<file path="src/rtl/vga_timing_pkg.sv">
// vga_timing_pkg: shared raster constants and helpers for the
// BAM status display (sync generator and RGB generator).
package vga_timing_pkg;

  localparam int CNT_W = 10;

  localparam int H_SYNC_D   = 96;
  localparam int H_BACK_D   = 46;
  localparam int H_ACTIVE_D = 640;
  localparam int H_TOTAL_D  = 858;

  localparam int V_SYNC_D   = 2;
  localparam int V_BACK_D   = 32;
  localparam int V_ACTIVE_D = 480;
  localparam int V_TOTAL_D  = 525;

  localparam int H_ACT_START_D = 142;
  localparam int V_ACT_START_D = 34;

  localparam int IMG_X0_D = 256;
  localparam int IMG_Y0_D = 160;
  localparam int IMG_W_D  = 128;
  localparam int IMG_H_D  = 160;

  localparam int SYNC_DELAY_D = 2;

  typedef struct packed {
    logic hsync;
    logic vsync;
    logic blank_n;
  } sync_bus_t;

  localparam sync_bus_t SYNC_IDLE = '{
    hsync:   1'b1,
    vsync:   1'b1,
    blank_n: 1'b0
  };

  function automatic logic in_rng(
    input logic [CNT_W-1:0] c,
    input int               lo,
    input int               hi
  );
    return (int'(c) >= lo) && (int'(c) <= hi);
  endfunction

endpackage

</file>
<file path="src/rtl/vga_sync_gen_delay.sv">
// vga_sync_delay: DEPTH-stage shift register for {hsync, vsync, blank_n}
// so DAC strobes line up with the RGB pipeline.
module vga_sync_delay
  import vga_timing_pkg::*;
#(
  parameter int DEPTH = SYNC_DELAY_D
) (
  input  logic      i_clk_27,
  input  logic      i_arst,
  input  sync_bus_t i_d,
  output sync_bus_t o_q
);

  sync_bus_t r_pipe [DEPTH];

  // Shift the strobes one stage per clock; reset fills with idle levels.
  always_ff @(posedge i_clk_27 or negedge i_arst) begin
    if (!i_arst) begin
      for (int i = 0; i < DEPTH; i++) begin
        r_pipe[i] <= SYNC_IDLE;
      end
    end else begin
      r_pipe[0] <= i_d;
      for (int i = 1; i < DEPTH; i++) begin
        r_pipe[i] <= r_pipe[i-1];
      end
    end
  end

  assign o_q = r_pipe[DEPTH-1];

endmodule

</file>
<file path="src/rtl/vga_sync_gen.sv">
// vga_sync_gen: raster counters, qualifiers, refresh strobe, delayed syncs.
// Define VGA_SYNC_FRAME_CNT_EN to add the 16-bit o_frame_cnt output.
module vga_sync_gen
  import vga_timing_pkg::*;
#(
  parameter int H_SYNC     = H_SYNC_D,
  parameter int H_BACK     = H_BACK_D,
  parameter int H_ACTIVE   = H_ACTIVE_D,
  parameter int H_TOTAL    = H_TOTAL_D,
  parameter int V_SYNC     = V_SYNC_D,
  parameter int V_BACK     = V_BACK_D,
  parameter int V_ACTIVE   = V_ACTIVE_D,
  parameter int V_TOTAL    = V_TOTAL_D,
  parameter int IMG_X0     = IMG_X0_D,
  parameter int IMG_Y0     = IMG_Y0_D,
  parameter int IMG_W      = IMG_W_D,
  parameter int IMG_H      = IMG_H_D,
  parameter int SYNC_DELAY = SYNC_DELAY_D
) (
  input  logic             i_clk_27,
  input  logic             i_arst,
  input  logic             i_on,
  input  logic             i_update,
  output logic [CNT_W-1:0] o_hcnt,
  output logic [CNT_W-1:0] o_vcnt,
  output logic             o_blank_n,
  output logic             o_active_area,
  output logic             o_image_active,
  output logic             o_new_data,
  output logic             o_hsync,
  output logic             o_vsync,
`ifdef VGA_SYNC_FRAME_CNT_EN
  output logic             o_dac_blank_n,
  output logic [15:0]      o_frame_cnt
`else
  output logic             o_dac_blank_n
`endif
);

  localparam int H_A0 = H_SYNC + H_BACK;
  localparam int H_A1 = H_A0 + H_ACTIVE - 1;
  localparam int V_A0 = V_SYNC + V_BACK;
  localparam int V_A1 = V_A0 + V_ACTIVE - 1;
  localparam int I_X0 = H_A0 + IMG_X0;
  localparam int I_X1 = I_X0 + IMG_W - 1;
  localparam int I_Y0 = V_A0 + IMG_Y0;
  localparam int I_Y1 = I_Y0 + IMG_H - 1;

  localparam logic [CNT_W-1:0] H_LAST = CNT_W'(H_TOTAL - 1);
  localparam logic [CNT_W-1:0] V_LAST = CNT_W'(V_TOTAL - 1);
  localparam logic [CNT_W-1:0] V_REL  = CNT_W'(V_A1 + 1);

  if (H_SYNC + H_BACK + H_ACTIVE >= H_TOTAL) begin : g_bad_h
    $error("vga_sync_gen: horizontal timing exceeds H_TOTAL");
  end
  if (V_SYNC + V_BACK + V_ACTIVE >= V_TOTAL) begin : g_bad_v
    $error("vga_sync_gen: vertical timing exceeds V_TOTAL");
  end
  if (H_TOTAL > (1 << CNT_W) || V_TOTAL > (1 << CNT_W)) begin : g_bad_w
    $error("vga_sync_gen: totals do not fit the counter width");
  end
  if (IMG_W < 1 || IMG_X0 < 0 || IMG_X0 + IMG_W > H_ACTIVE) begin : g_bad_ix
    $error("vga_sync_gen: image window outside active columns");
  end
  if (IMG_H < 1 || IMG_Y0 < 0 || IMG_Y0 + IMG_H > V_ACTIVE) begin : g_bad_iy
    $error("vga_sync_gen: image window outside active rows");
  end
  if (SYNC_DELAY < 1 || SYNC_DELAY > 4) begin : g_bad_d
    $error("vga_sync_gen: SYNC_DELAY must be 1..4");
  end

  logic [CNT_W-1:0] r_hcnt;
  logic [CNT_W-1:0] r_vcnt;
  logic [CNT_W-1:0] w_hnext;
  logic [CNT_W-1:0] w_vnext;
  logic             w_hwrap;
  logic             w_fwrap;

  logic w_act;
  logic w_img;
  logic w_hs;
  logic w_vs;
  logic w_rel;
  logic w_fire;

  logic r_active;
  logic r_image;
  logic r_hs;
  logic r_vs;
  logic r_pend;
  logic r_new_data;

  sync_bus_t w_pre;
  sync_bus_t w_dly;

  // Next raster position; parked at the origin while the display is off.
  always_comb begin
    w_hnext = '0;
    w_vnext = '0;
    w_fwrap = 1'b0;
    w_hwrap = (r_hcnt == H_LAST);
    if (i_on) begin
      if (w_hwrap) begin
        w_fwrap = (r_vcnt == V_LAST);
        w_vnext = w_fwrap ? '0 : r_vcnt + 1'b1;
      end else begin
        w_hnext = r_hcnt + 1'b1;
        w_vnext = r_vcnt;
      end
    end
  end

  // Decode the next position so registered qualifiers match the counters.
  always_comb begin
    w_act = 1'b0;
    w_img = 1'b0;
    w_hs  = 1'b1;
    w_vs  = 1'b1;
    w_rel = 1'b0;
    if (i_on) begin
      w_act = in_rng(w_hnext, H_A0, H_A1)
           && in_rng(w_vnext, V_A0, V_A1);
      w_img = in_rng(w_hnext, I_X0, I_X1)
           && in_rng(w_vnext, I_Y0, I_Y1);
      w_hs  = !in_rng(w_hnext, 0, H_SYNC - 1);
      w_vs  = !in_rng(w_vnext, 0, V_SYNC - 1);
      w_rel = (w_hnext == '0) && (w_vnext == V_REL);
    end
  end

  assign w_fire = w_rel && r_pend;

  // Raster counters.
  always_ff @(posedge i_clk_27 or negedge i_arst) begin
    if (!i_arst) begin
      r_hcnt <= '0;
      r_vcnt <= '0;
    end else begin
      r_hcnt <= w_hnext;
      r_vcnt <= w_vnext;
    end
  end

  // Counter-aligned qualifiers and pre-delay syncs.
  always_ff @(posedge i_clk_27 or negedge i_arst) begin
    if (!i_arst) begin
      r_active <= 1'b0;
      r_image  <= 1'b0;
      r_hs     <= 1'b1;
      r_vs     <= 1'b1;
    end else begin
      r_active <= w_act;
      r_image  <= w_img;
      r_hs     <= w_hs;
      r_vs     <= w_vs;
    end
  end

  // Refresh request latch; released on the first line below the text area.
  // A request landing on the release edge survives for the next frame.
  always_ff @(posedge i_clk_27 or negedge i_arst) begin
    if (!i_arst) begin
      r_pend     <= 1'b0;
      r_new_data <= 1'b0;
    end else begin
      r_pend     <= i_update || (r_pend && !w_fire);
      r_new_data <= w_fire;
    end
  end

  assign w_pre = '{hsync: r_hs, vsync: r_vs, blank_n: r_active};

  vga_sync_delay #(
    .DEPTH (SYNC_DELAY)
  ) u_dly (
    .i_clk_27 (i_clk_27),
    .i_arst   (i_arst),
    .i_d      (w_pre),
    .o_q      (w_dly)
  );

`ifdef VGA_SYNC_FRAME_CNT_EN
  logic [15:0] r_frame_cnt;

  // Count completed frames; holds while the raster is parked.
  always_ff @(posedge i_clk_27 or negedge i_arst) begin
    if (!i_arst) begin
      r_frame_cnt <= '0;
    end else if (w_fwrap) begin
      r_frame_cnt <= r_frame_cnt + 16'd1;
    end
  end

  assign o_frame_cnt = r_frame_cnt;
`endif

  assign o_hcnt         = r_hcnt;
  assign o_vcnt         = r_vcnt;
  assign o_blank_n      = r_active;
  assign o_active_area  = r_active;
  assign o_image_active = r_image;
  assign o_new_data     = r_new_data;
  assign o_hsync        = w_dly.hsync;
  assign o_vsync        = w_dly.vsync;
  assign o_dac_blank_n  = w_dly.blank_n;

endmodule
</file>
<file path="config.mk">
export PLATFORM = sky130hd
export DESIGN_NAME = vga_sync_gen
export DESIGN_NICKNAME = d
export VERILOG_FILES = /design/src/rtl/vga_timing_pkg.sv /design/src/rtl/vga_sync_gen_delay.sv /design/src/rtl/vga_sync_gen.sv
export SDC_FILE = /design/constraint.sdc
export NUM_CORES = 1
export LEC_CHECK = 0
export ABC_AREA = 1
export BUFFER_PORTS_ARGS = -buffer_cell sky130_fd_sc_hd__buf_2
export CAP_MARGIN = 30
export CORE_MARGIN = 2
export CORE_UTILIZATION = 55
export CTS_BUF_LIST = sky130_fd_sc_hd__clkbuf_8
export CTS_CLUSTER_DIAMETER = 30
export DETAILED_ROUTE_END_ITERATION = 8
export PLACE_DENSITY = 0.77
export SLEW_MARGIN = 25
export SYNTH_ARGS = -nofsm -noshare
export SYNTH_HDL_FRONTEND = slang
export SYNTH_HIERARCHICAL = 1
export SYNTH_SLANG_ARGS = --single-unit
</file>
<file path="constraint.sdc">
create_clock -name i_clk_27 -period 3.3 [get_ports i_clk_27]
set_input_delay 0.33 -clock i_clk_27 [delete_from_list [all_inputs] [get_ports i_clk_27]]
set_output_delay 0.33 -clock i_clk_27 [all_outputs]
set_load 0.01 [all_outputs]
</file>
Word level (Yosys, flattened, before mapping)

Index checks and enable logic that the tools add are counted.

Register bits: 32
Bits in latches: 0
RAM bits: 0
ROM bits: 0
Bits of input ports: 4
Output and inout bits: 27
Word-level logic and storage cells: 53
Memories kept: 0

$add $sub $neg: 2
Multipliers: 0
Div/mod/pow operators: 0
$lt $le $gt $ge: 10
Equal/unequal tests: 3
Shift operators: 0
Muxes and demuxes: 10
Bitwise gates (word level): 0
Reductions and logical operators: 14

Operators with widths:

| cell                                                                                 | number |
|---|---|
| 10-bit 2-to-1 mux                                                                    | 5 |
| 10-bit equality test, second input constant                                          | 3 |
| 10-bit <= comparator, second input constant                                          | 3 |
| 10-bit by 1-bit adder with 10-bit output, second input constant                      | 2 |
| 10-bit by 8-bit greater-or-equal comparator with 1-bit output, second input constant | 2 |
| 10-bit by 6-bit greater-or-equal comparator with 1-bit output, second input constant | 1 |
| 10-bit by 9-bit greater-or-equal comparator with 1-bit output, second input constant | 1 |
| 10-bit by 1-bit <= comparator with 1-bit output, second input constant               | 1 |
| 10-bit by 7-bit <= comparator with 1-bit output, second input constant               | 1 |
| 10-bit by 9-bit <= comparator with 1-bit output, second input constant               | 1 |
| 10-bit zero test                                                                     | 1 |
| 1-bit logical AND                                                                    | 9 |
| 1-bit 2-to-1 mux                                                                     | 5 |
| 1-bit zero test                                                                      | 3 |
| 1-bit logical OR                                                                     | 1 |

Longest topological paths before layout

Gate-level depths: netlist (run 1).

Depth after elaboration: 11
Mapped depth: 16
Depth with buffers taken out: 16

Cells and area by module

Netlist (run 1), hierarchy kept.

Modules (own cells, without submodules):

| module         | instances | cells each | area an instance (um^2) | seq. area each (um^2) |
|---|---|---|---|---|
| vga_sync_gen   | 1         | 302        | 1993.2                  | 653.1 |
| vga_sync_delay | 1         | 9          | 177.7                   | 155.1 |

Least setup slack after synthesis (run 1)

OpenSTA, ideal clock, no wires.

Kind: register to register
Start point: reg r_hcnt[0], in the netlist o_hcnt[0]
End point: reg r_pend
Library setup time: 0.116 ns
Data arrival time: 1.718 ns
Data required time: 3.184 ns
Slack: 1.465 ns
Stages on the path, launching flop included: 16
Path buffers: 1
Clock period less this slack: 1.835 ns
Path through: dfrtp_1 ha_1 nand2_1 nor2_2 nand3_2 buf_6 clkinv_4 nand2_1 nand3_2 nand2_2 nor2_2 inv_1 nor2_2 nand2_1 nand2_1 nand2_1

Longest elaborated chain between the ends: 10
Elaborated cells between the ends (all ways): 14
Those cells by class: add/sub: 1; eq/ne: 2; mux: 5; reduce/logical: 6

Ends and longest elaborated chain:

| item                                                                             | RTL line                                 | source |
|---|---|---|
| start, declared                                                                  | vga_sync_gen.sv:72                       | `logic [CNT_W-1:0] r_hcnt;` |
| start signal, assigned                                                           | vga_sync_gen.sv:139                      | `r_hcnt <= w_hnext;` |
| 10-bit by 1-bit adder with 10-bit output or 10-bit equality test (tied branches) | vga_sync_gen.sv:107, vga_sync_gen.sv:101 |  |
| 10-bit 2-to-1 mux                                                                | vga_sync_gen.sv:103                      | `if (w_hwrap) begin` |
| 10-bit 2-to-1 mux                                                                | vga_sync_gen.sv:102                      | `if (i_on) begin` |
| 10-bit zero test or 10-bit equality test (tied branches)                         | vga_sync_gen.sv:127                      | `w_rel = (w_hnext == '0) && (w_vnext == V_REL);` |
| 1-bit logical AND (*)                                                            | vga_sync_gen.sv:127                      |  |
| 1-bit 2-to-1 mux (*)                                                             | vga_sync_gen.sv:120                      | `if (i_on) begin` |
| 1-bit logical AND (*)                                                            | vga_sync_gen.sv:131                      | `assign w_fire = w_rel && r_pend;` |
| 1-bit zero test (*)                                                              | vga_sync_gen.sv:166                      | `r_pend <= i_update \|\| (r_pend && !w_fire);` |
| 1-bit logical AND (*)                                                            | vga_sync_gen.sv:166                      |  |
| 1-bit logical OR (*)                                                             | vga_sync_gen.sv:166                      |  |
| end signal, assigned                                                             | vga_sync_gen.sv:166                      |  |
| end, declared                                                                    | vga_sync_gen.sv:90                       | `logic r_pend;` |

Every way passes the cells marked *; elsewhere a longest branch is shown, timed or not.

Final worst setup path (run 1)

Start point: reg r_hcnt[1], in the netlist o_hcnt[1]
End point: reg r_image, in the netlist o_image_active

Longest elaborated chain between the ends: 7
Elaborated cells between the ends (all ways): 14
Those cells by class: add/sub: 1; order compare: 4; eq/ne: 1; mux: 5; reduce/logical: 3

Ends and longest elaborated chain:

| item                                                                                        | RTL line                                 | source |
|---|---|---|
| 10-bit by 1-bit adder with 10-bit output or 10-bit equality test (tied branches)            | vga_sync_gen.sv:107, vga_sync_gen.sv:101 |  |
| 10-bit 2-to-1 mux                                                                           | vga_sync_gen.sv:103                      |  |
| 10-bit 2-to-1 mux                                                                           | vga_sync_gen.sv:102                      |  |
| 10-bit by 9-bit greater-or-equal comparator with 1-bit output, or another cell as far along | vga_timing_pkg.sv:44                     | `return (int'(c) >= lo) && (int'(c) <= hi);` |
| 1-bit logical AND                                                                           | vga_timing_pkg.sv:44                     |  |
| 1-bit logical AND (*)                                                                       | vga_sync_gen.sv:124                      | `&& in_rng(w_vnext, I_Y0, I_Y1);` |
| 1-bit 2-to-1 mux (*)                                                                        | vga_sync_gen.sv:120                      |  |
| via w_img                                                                                   | vga_sync_gen.sv:80                       | `logic w_img;` |
| end signal, assigned                                                                        | vga_sync_gen.sv:153                      | `r_image <= w_img;` |
| end, declared                                                                               | vga_sync_gen.sv:87                       | `logic r_image;` |

Mark *: on every way through the listed nets, which the timed path passes. The rest lies on a longest branch.

==> results of run 1 <==
-- logic make-up after synthesis --
logic type | count (synthesis)
AND/OR/NAND/NOR | 199
adder cells (fa/ha/maj) | 4
buffers and inverters | 60
XOR/XNOR | 3
AO/OA/AOI/OAI | 13
flip-flops | 32
-- report_power, final --
part / leakage, nW / internal (mW) / switching (mW)
combinational: 0.960 / 0.0119 / 0.0298
clock: 0.0538 / 0.164 / 0.135
sequential: 0.419 / 0.402 / 0.00481
-- final timing paths --
path,from,endpoint,cells after the start
worst max-delay path,o_hcnt[1]$_DFF_PN0_,o_image_active$_DFF_PN0_,14
worst min-delay path,i_arst,o_hcnt[3]$_DFF_PN0_,1
worst max register to register,o_hcnt[1]$_DFF_PN0_,o_image_active$_DFF_PN0_,14
worst min register to register,u_dly/r_pipe[3]$_DFF_PN0_,u_dly/o_q[0]$_DFF_PN0_,0
max in group asynchronous,i_arst,o_hcnt[9]$_DFF_PN0_,1
min in group i_clk_27,i_update,r_pend$_DFF_PN0_,3
-- metal layers --
metal	track usage, %	routed length, µm	vias to the layer above
met2	40.1	2260	52
met4	12.0	159	0
met5	0	0	-
met3	6.25	245	16
met1	29.7	2060	922
li1	-	-	1016
-- Yosys cell counts (all sizes together) --
cell type,n
nand2,104
inv,52
nor2,45
nand3,35
dfrtp,26
nand4,8
buf,7
dfstp,6
o21ai,6
a21oi,5
nor3,5
ha,4
xor2,3
nand3b,2
clkinv,1
o2111ai,1
o21bai,1
-- sequential cells by signal, summed over array words and instances, names as in the netlist --
signal / cells
o_active_area: 1
o_new_data: 1
o_image_active: 1
u_dly/o_q: 3
r_pend: 1
o_vcnt: 10
r_hs: 1
u_dly/r_pipe: 3
r_vs: 1
o_hcnt: 10
-- final cells by class --
cell class              count  area, µm²  area share [%]
repair buffers             30        150            6.20
multi-input cells         219       1110            45.8
well taps                  48       60.1            2.48
clock inverters             2       7.51           0.310
inverters                  53        204            8.43
flip-flops and latches     32        808            33.4
clock buffers               6       82.6            3.41
-- worst register-to-register path, stage by stage (launching register included) --
cell and delay (ns):
sky130_fd_sc_hd__dfrtp_1 0.40, sky130_fd_sc_hd__inv_1 0.07, sky130_fd_sc_hd__ha_1 0.13, sky130_fd_sc_hd__nand2_1 0.06, sky130_fd_sc_hd__nor2_2 0.16, sky130_fd_sc_hd__nand3_2 0.28, sky130_fd_sc_hd__nand2_2 0.22, sky130_fd_sc_hd__inv_2 0.10
sky130_fd_sc_hd__nand2_2 0.09, sky130_fd_sc_hd__nand2_1 0.08, sky130_fd_sc_hd__nor2_4 0.12, sky130_fd_sc_hd__nand3_1 0.08, sky130_fd_sc_hd__a21oi_1 0.21, sky130_fd_sc_hd__nand2_1 0.10, sky130_fd_sc_hd__a21oi_2 0.10
-- per-stage QoR --
step | setup slack [ns] | utilization, % | instances | power (mW)
floorplan | 1.47 | - | 311 | 0.437
global placement | 1.13 | 62.7 | 382 | 0.455
detailed placement | 1.07 | 62.7 | 382 | 0.456
CTS | 1.05 | 65.1 | 390 | 0.754
global route | 0.748 | 65.1 | 390 | 0.775
finish | 1.04 | 65.1 | 390 | 0.747
==> results by group, run 1 <==
Run status
  • Outcome: finished clean

Layout
  • # nets final: 349
  • Number of antenna diodes: 0
  • Number of inserted filler cells in the final layout: 334
  • Post-Layout Inst Area: 2420 µm²
  • Fraction of final layout cells with drive strength greater than 1: 23.7%
  • Layout Area Growth over Synthesis: 11.5%
  • Most common cell after layout, fill and taps aside: sky130_fd_sc_hd__nand2_1
  • Top library cells by usage in the layout, fill and taps aside: sky130_fd_sc_hd__nand2_1, sky130_fd_sc_hd__inv_1, sky130_fd_sc_hd__nor2_1, sky130_fd_sc_hd__buf_2

Die
  • Std-Cell Core Area: 3720 µm²
  • Ports placed on the boundary: 31
  • Initial Utilization: 58.4%
  • Total die area: 4470 µm²
  • Die height: 66.8 µm
  • Number of rows in the core area: 22
  • Floorplan die width: 66.8 µm

Detailed routing
  • Residual antenna-violating net count after detailed routing: 0
  • Number of violations reported at the end of detailed-routing iteration 0: 90
  • Final Routed Wirelength: 4.72 mm
  • Number of optimization iterations in the first detailed-route pass: 4
  • Number of vias after detailed routing: 2006
  • Routed vias/inst: 5.14
  • Wirelength per Cell: 12.1 µm
  • Number of DRC violations after detailed routing: 0

Yosys
  • Xor and xnor fraction of the mapped netlist area: 1.21%
  • Yosys top cell area share: 30.0%
  • Seq cells post-synth: 32
  • Mean Syn Cell Area: 6.98 µm²
  • Cell count after synthesis: 311
  • Main combinational cell family by area after synthesis: simple AND/OR/NAND/NOR gates
  • Most area-consuming cells after synthesis: sky130_fd_sc_hd__dfrtp_1, sky130_fd_sc_hd__nand2_1, sky130_fd_sc_hd__inv_1
  • Number of distinct library cells after synthesis: 28
  • Share of synthesized area spent on multiplexers: 0%
  • Arithmetic-cell share of the synthesized area counting full adders, half adders and majority gates: 2.31%
  • Syn nets: 319
  • Most area-hungry cell type in the Yosys netlist: sky130_fd_sc_hd__dfrtp_1
  • Sequential fraction of the synthesis area: 37.2%
  • Synth Warn #: 6
  • Post-Syn Area: 2170 µm²
  • Post-synthesis compound-gate area fraction: 3.63%
  • Area share of and/or/nand/nor cells after synthesis: 43.9%

Timing
  • Setup clock skew after layout: 0.00451 ns
  • Final count of pins violating max slew: 0
  • Worst-margin pin slew: 0.701 ns
  • Clock period minus worst slack: 2.26 ns
  • Share of the clock period used by the worst path after layout: 68.5%
  • Number of failing hold endpoints at the final stage: 0
  • Fmax: 442 MHz
  • Rel. slew slack: 53.3%
  • RSZ-0062 raised after global routing: false
  • Post-route setup TNS: 0 ns
  • Min Hold Slack: 0.0971 ns
  • Setup violation total in the final timing report: 0

Setup path
  • Startpoint kind of the worst setup timing path: flip-flop
  • Flop2flop setup slack: 1.04 ns
  • Cell occurring most often along the worst timing path: sky130_fd_sc_hd__nand2_1
  • Slowest cell delay on critical path: 0.40 ns
  • Critical path's top delay family: simple AND/OR/NAND/NOR gates
  • Crit-path slowest cell: sky130_fd_sc_hd__dfrtp_1
  • Data required, critical path: 3.52 ns
  • Arrival time of the worst setup path: 2.48 ns
  • Crit Path Max Fanout: 11
  • List of cells traversed by the critical path: inv_1 > ha_1 > nand2_1 > nor2_2 > nand3_2 > nand2_2 > inv_2 > nand2_2 > nand2_1 > nor2_4 > nand3_1 > a21oi_1 > nand2_1 > a21oi_2
  • Worst Setup Path Type: flip-flop to flip-flop
  • CP endpoint kind: flip-flop
  • CP Buf/Inv Count: 2

Global routing
  • Pin count of the biggest net entering global routing: 33
  • First-pass GRT wire length: 8.15 mm
  • Initial antenna violation count: 0
  • Total overflow reported by the global router: 0
  • GRT Total Usage: 24.4%
  • Number of global-route vias before repair: 1883

CTS
  • Cell at the root of the clock tree: sky130_fd_sc_hd__clkbuf_8
  • H-tree lvl count: 2
  • Number of clock sinks: 32
  • Clk buf depth: 2
  • Clock-pin slew on the worst setup and hold paths: 0.06 ns
  • CTS tree: done
  • Number of hold-repair buffers added at the cts stage: 0
  • Source-to-sink clock delay at the later pin of the worst-skew pair: 0.28 ns
  • Number of setup buffers added after CTS: 0
  • Cts bufs inserted: 5
  • Count of cells resized by post-cts repair: 0

Placed design
  • Port bufs: 30
  • Half-perimeter wire length after placement: 3.69 mm
  • RD Place Congestion: 0.891
  • Post-DP Area: 2330 µm²

Power and ir drop
  • Leak pwr: 1.43 nW
  • Power per Cell Area: 309 nW/µm²
  • Maximum VDD drop: 0.000232 V

Worst hold path
  • Hold Crit Class: input port to asynchronous set/reset pin

Run
  • Max-cap violations: 0
(Power assumes the default switching activity.)
==> run 2: changes to the inputs <==
==> constraint.sdc (replaced) <==
create_clock -name i_clk_27 -period 2.1 [get_ports i_clk_27]
set_input_delay 0.21 -clock i_clk_27 [delete_from_list [all_inputs] [get_ports i_clk_27]]
set_output_delay 0.21 -clock i_clk_27 [all_outputs]
set_load 0.01 [all_outputs]
==> run 2 against run 1 <==
Utilization up 7.6 points. Design area up 12%. Largest cell class unchanged. Clock skew up 0.0065 ns. Sequential cell count unchanged. Power up 76%. Clock power up 98%. Sequential power up 57%. Combinational power up 96%.
==> results by group, run 2 (synthesis gave the netlist of run 1 again) <==
Setup path
  • Endpoint of the most critical register-to-register path: r_pend$_DFF_PN0_ (was o_image_active$_DFF_PN0_)
  • Startpoint of the lowest-slack register-to-register path: o_hcnt[1]$_DFF_PN0_ (unchanged)
  • Worst Setup Path Type: flip-flop to flip-flop (unchanged)
  • Slowest cell delay on critical path: 0.41 ns (was 0.40 ns)
  • Flop2flop setup slack: 0.04 ns (was 1.04 ns)
  • CP endpoint kind: flip-flop (unchanged)
  • Startpoint kind of the worst setup timing path: flip-flop (unchanged)
  • Depth of the most critical reg-to-reg path: 16 (was 14)
  • Crit Path Max Fanout: 8 (was 11)
  • List of cells traversed by the critical path: inv_1 > ha_2 > nand2_2 > nor2_4 > nand3_4 > buf_8 > nor2_4 > nand3_2 > nand2_2 > nand2_4 > nor2_4 > nand2_2 > nor2_2 > nand2_1 > nand2_1 > nand2_1 (was inv_1 > ha_1 > nand2_1 > nor2_2 > nand3_2 > nand2_2 > inv_2 > nand2_2 > nand2_1 > nor2_4 > nand3_1 > a21oi_1 > nand2_1 > a21oi_2)
  • Data required, critical path: 2.28 ns (was 3.52 ns)
  • Crit-path slowest cell: sky130_fd_sc_hd__dfrtp_1 (unchanged)
  • Arrival time of the worst setup path: 2.25 ns (was 2.48 ns)

Global routing
  • Initial antenna violation count: 0 (unchanged)
  • Number of global-route vias before repair: 1846 (was 1883)
  • First-pass GRT wire length: 8.27 mm (was 8.15 mm)
  • Total overflow reported by the global router: 0 (unchanged)
  • Pin count of the biggest net entering global routing: 33 (unchanged)
  • GRT Total Usage: 24.9% (was 24.4%)

Die
  • Floorplan die width: 66.8 µm (unchanged)
  • Number of rows in the core area: 22 (unchanged)
  • Die height: 66.8 µm (unchanged)
  • Total die area: 4470 µm² (unchanged)
  • Ports placed on the boundary: 31 (unchanged)
  • Std-Cell Core Area: 3720 µm² (unchanged)
  • Initial Utilization: 58.4% (unchanged)

CTS
  • CTS tree: done (unchanged)
  • Clk buf depth: 2 (unchanged)
  • Cts bufs inserted: 5 (unchanged)
  • Clock-pin slew on the worst setup and hold paths: 0.08 ns (was 0.06 ns)
  • Cell at the root of the clock tree: sky130_fd_sc_hd__clkbuf_8 (unchanged)
  • Source-to-sink clock delay at the later pin of the worst-skew pair: 0.30 ns (was 0.28 ns)
  • H-tree lvl count: 2 (unchanged)
  • Number of clock sinks: 32 (unchanged)

Timing
  • Number of failing hold endpoints at the final stage: 0 (unchanged)
  • RSZ-0062 raised after global routing: true (was false)
  • Min Hold Slack: 0.103 ns (was 0.0971 ns)
  • Setup ws final: 0.0390 ns (was 1.04 ns)
  • Setup violation total in the final timing report: 0 (unchanged)
  • Fmax: 485 MHz (was 442 MHz)
  • Setup clock skew after layout: 0.0110 ns (was 0.00451 ns)
  • Rel. slew slack: 52.8% (was 53.3%)
  • Worst-margin pin slew: 0.708 ns (was 0.701 ns)
  • Clock period minus worst slack: 2.06 ns (was 2.26 ns)
  • Share of the clock period used by the worst path after layout: 98.1% (was 68.5%)
  • Final count of pins violating max slew: 0 (unchanged)

Placed design
  • Half-perimeter wire length after placement: 3.78 mm (was 3.69 mm)
  • Worst setup slack before clock tree synthesis: 0.0304 ns (was 1.07 ns)
  • Port bufs: 30 (unchanged)
  • RD Place Congestion: 0.959 (was 0.891)

Detailed routing
  • Number of violations reported at the end of detailed-routing iteration 0: 115 (was 90)
  • Number of vias after detailed routing: 2116 (was 2006)
  • Routed vias/inst: 5.21 (was 5.14)
  • Final Routed Wirelength: 5.47 mm (was 4.72 mm)
  • Wirelength per Cell: 13.5 µm (was 12.1 µm)
  • Number of optimization iterations in the first detailed-route pass: 5 (was 4)
  • Residual antenna-violating net count after detailed routing: 0 (unchanged)
  • Number of DRC violations after detailed routing: 0 (unchanged)

Worst hold path
  • Worst Hold Depth: 3
  • Endpoint of the worst hold-timing path: r_pend$_DFF_PN0_
  • Beginning of the worst hold path: i_update
  • Hold Crit Class: input port to flip-flop (was input port to asynchronous set/reset pin)

Layout
  • Most common cell after layout, fill and taps aside: sky130_fd_sc_hd__nand2_1 (unchanged)
  • Layout Area Growth over Synthesis: 24.6% (was 11.5%)
  • Number of inserted filler cells in the final layout: 287 (was 334)
  • Fraction of final layout cells with drive strength greater than 1: 33.2% (was 23.7%)
  • FF+latch area: 810 µm² (was 808 µm²)
  • Top library cells by usage in the layout, fill and taps aside: sky130_fd_sc_hd__nand2_1, sky130_fd_sc_hd__inv_1, sky130_fd_sc_hd__buf_2, sky130_fd_sc_hd__nor2_1, sky130_fd_sc_hd__dfrtp_1 (was sky130_fd_sc_hd__nand2_1, sky130_fd_sc_hd__inv_1, sky130_fd_sc_hd__nor2_1, sky130_fd_sc_hd__buf_2)
  • Total area of multi-input combinational cells: 1240 µm² (was 1110 µm²)
  • # nets final: 365 (was 349)
  • Number of antenna diodes: 0 (unchanged)

Power and ir drop
  • Power per Cell Area: 486 nW/µm² (was 309 nW/µm²)
  • Maximum VDD drop: 0.000272 V (was 0.000232 V)
  • Leak pwr: 1.53 nW (was 1.43 nW)

Run status
  • Outcome: finished clean (unchanged)

Run
  • Max-cap violations: 0 (unchanged)
-- run 2: worst max-delay path by stage --
stage / startpoint / to / depth (start not counted)
finish: o_hcnt[1]$_DFF_PN0_ / r_pend$_DFF_PN0_ / 16
detailed placement: o_hcnt[1]$_DFF_PN0_ / r_pend$_DFF_PN0_ / 16
global route: o_vcnt[0]$_DFF_PN0_ / o_active_area$_DFF_PN0_ / 14
floorplan: o_hcnt[0]$_DFF_PN0_ / r_pend$_DFF_PN0_ / 15
global placement: o_hcnt[1]$_DFF_PN0_ / r_pend$_DFF_PN0_ / 16
CTS: o_hcnt[1]$_DFF_PN0_ / r_pend$_DFF_PN0_ / 16
-- run 2: layout make-up --
class                      instances  area share (%)
multi-input combinational        219            45.7
sequential                        32            29.9
inverter                          53            7.64
timing repair buffer              46            10.4
tap                               48            2.22
clock inverter                     3            1.57
clock buffer                       5            2.55
-- run 2: report_power, final --
part	total [mW]	leakage, nW	internal, mW	switching (mW)
Clock	0.592	0.0541	0.351	0.241
Sequential	0.639	0.417	0.631	0.00755
Combinational	0.0820	1.06	0.0269	0.0552
Total	1.31	1.53	1.01	0.304
-- run 2: timing repair --
item / 4_1_cts / 5_1_grt
hold buffers: 1 / 0
hold endpoints to repair: 26 / 0
endpoints found under the setup margin: 0 / 6
buffers inserted: 0 / 9
gates resized for setup: 0 / 38
-- run 2: layer usage --
layer | track usage (%) | vias to the layer above | share of wire (%)
met1 | 34.2 | 984 | 45
met3 | 5.07 | 11 | 5.6
met4 | 6.89 | 0 | 1.6
met2 | 39.9 | 70 | 48
met5 | 0 | - | 0
li1 | - | 1051 | -
-- run 2: worst max-delay path: cells and delay by family, from the launching register on --
kind	cells	cell delay, ns
AND/OR/NAND/NOR	13	1.12
adder cells (fa/ha/maj)	1	0.17
buffers and inverters	2	0.24
flip-flops	1	0.41
-- run 2: stage by stage --
stage	instance area, µm²	TNS [ns]	utilization, %	total power, mW	std cells
2_1_floorplan	2170	0	-	0.687	311
3_3_place_gp	2370	0	63.9	0.717	388
3_5_place_dp	2370	0	63.9	0.718	388
4_1_cts	2500	0	67.2	1.31	397
5_1_grt	2700	-0.297	72.8	1.35	406
6_report	2700	0	72.8	1.31	406
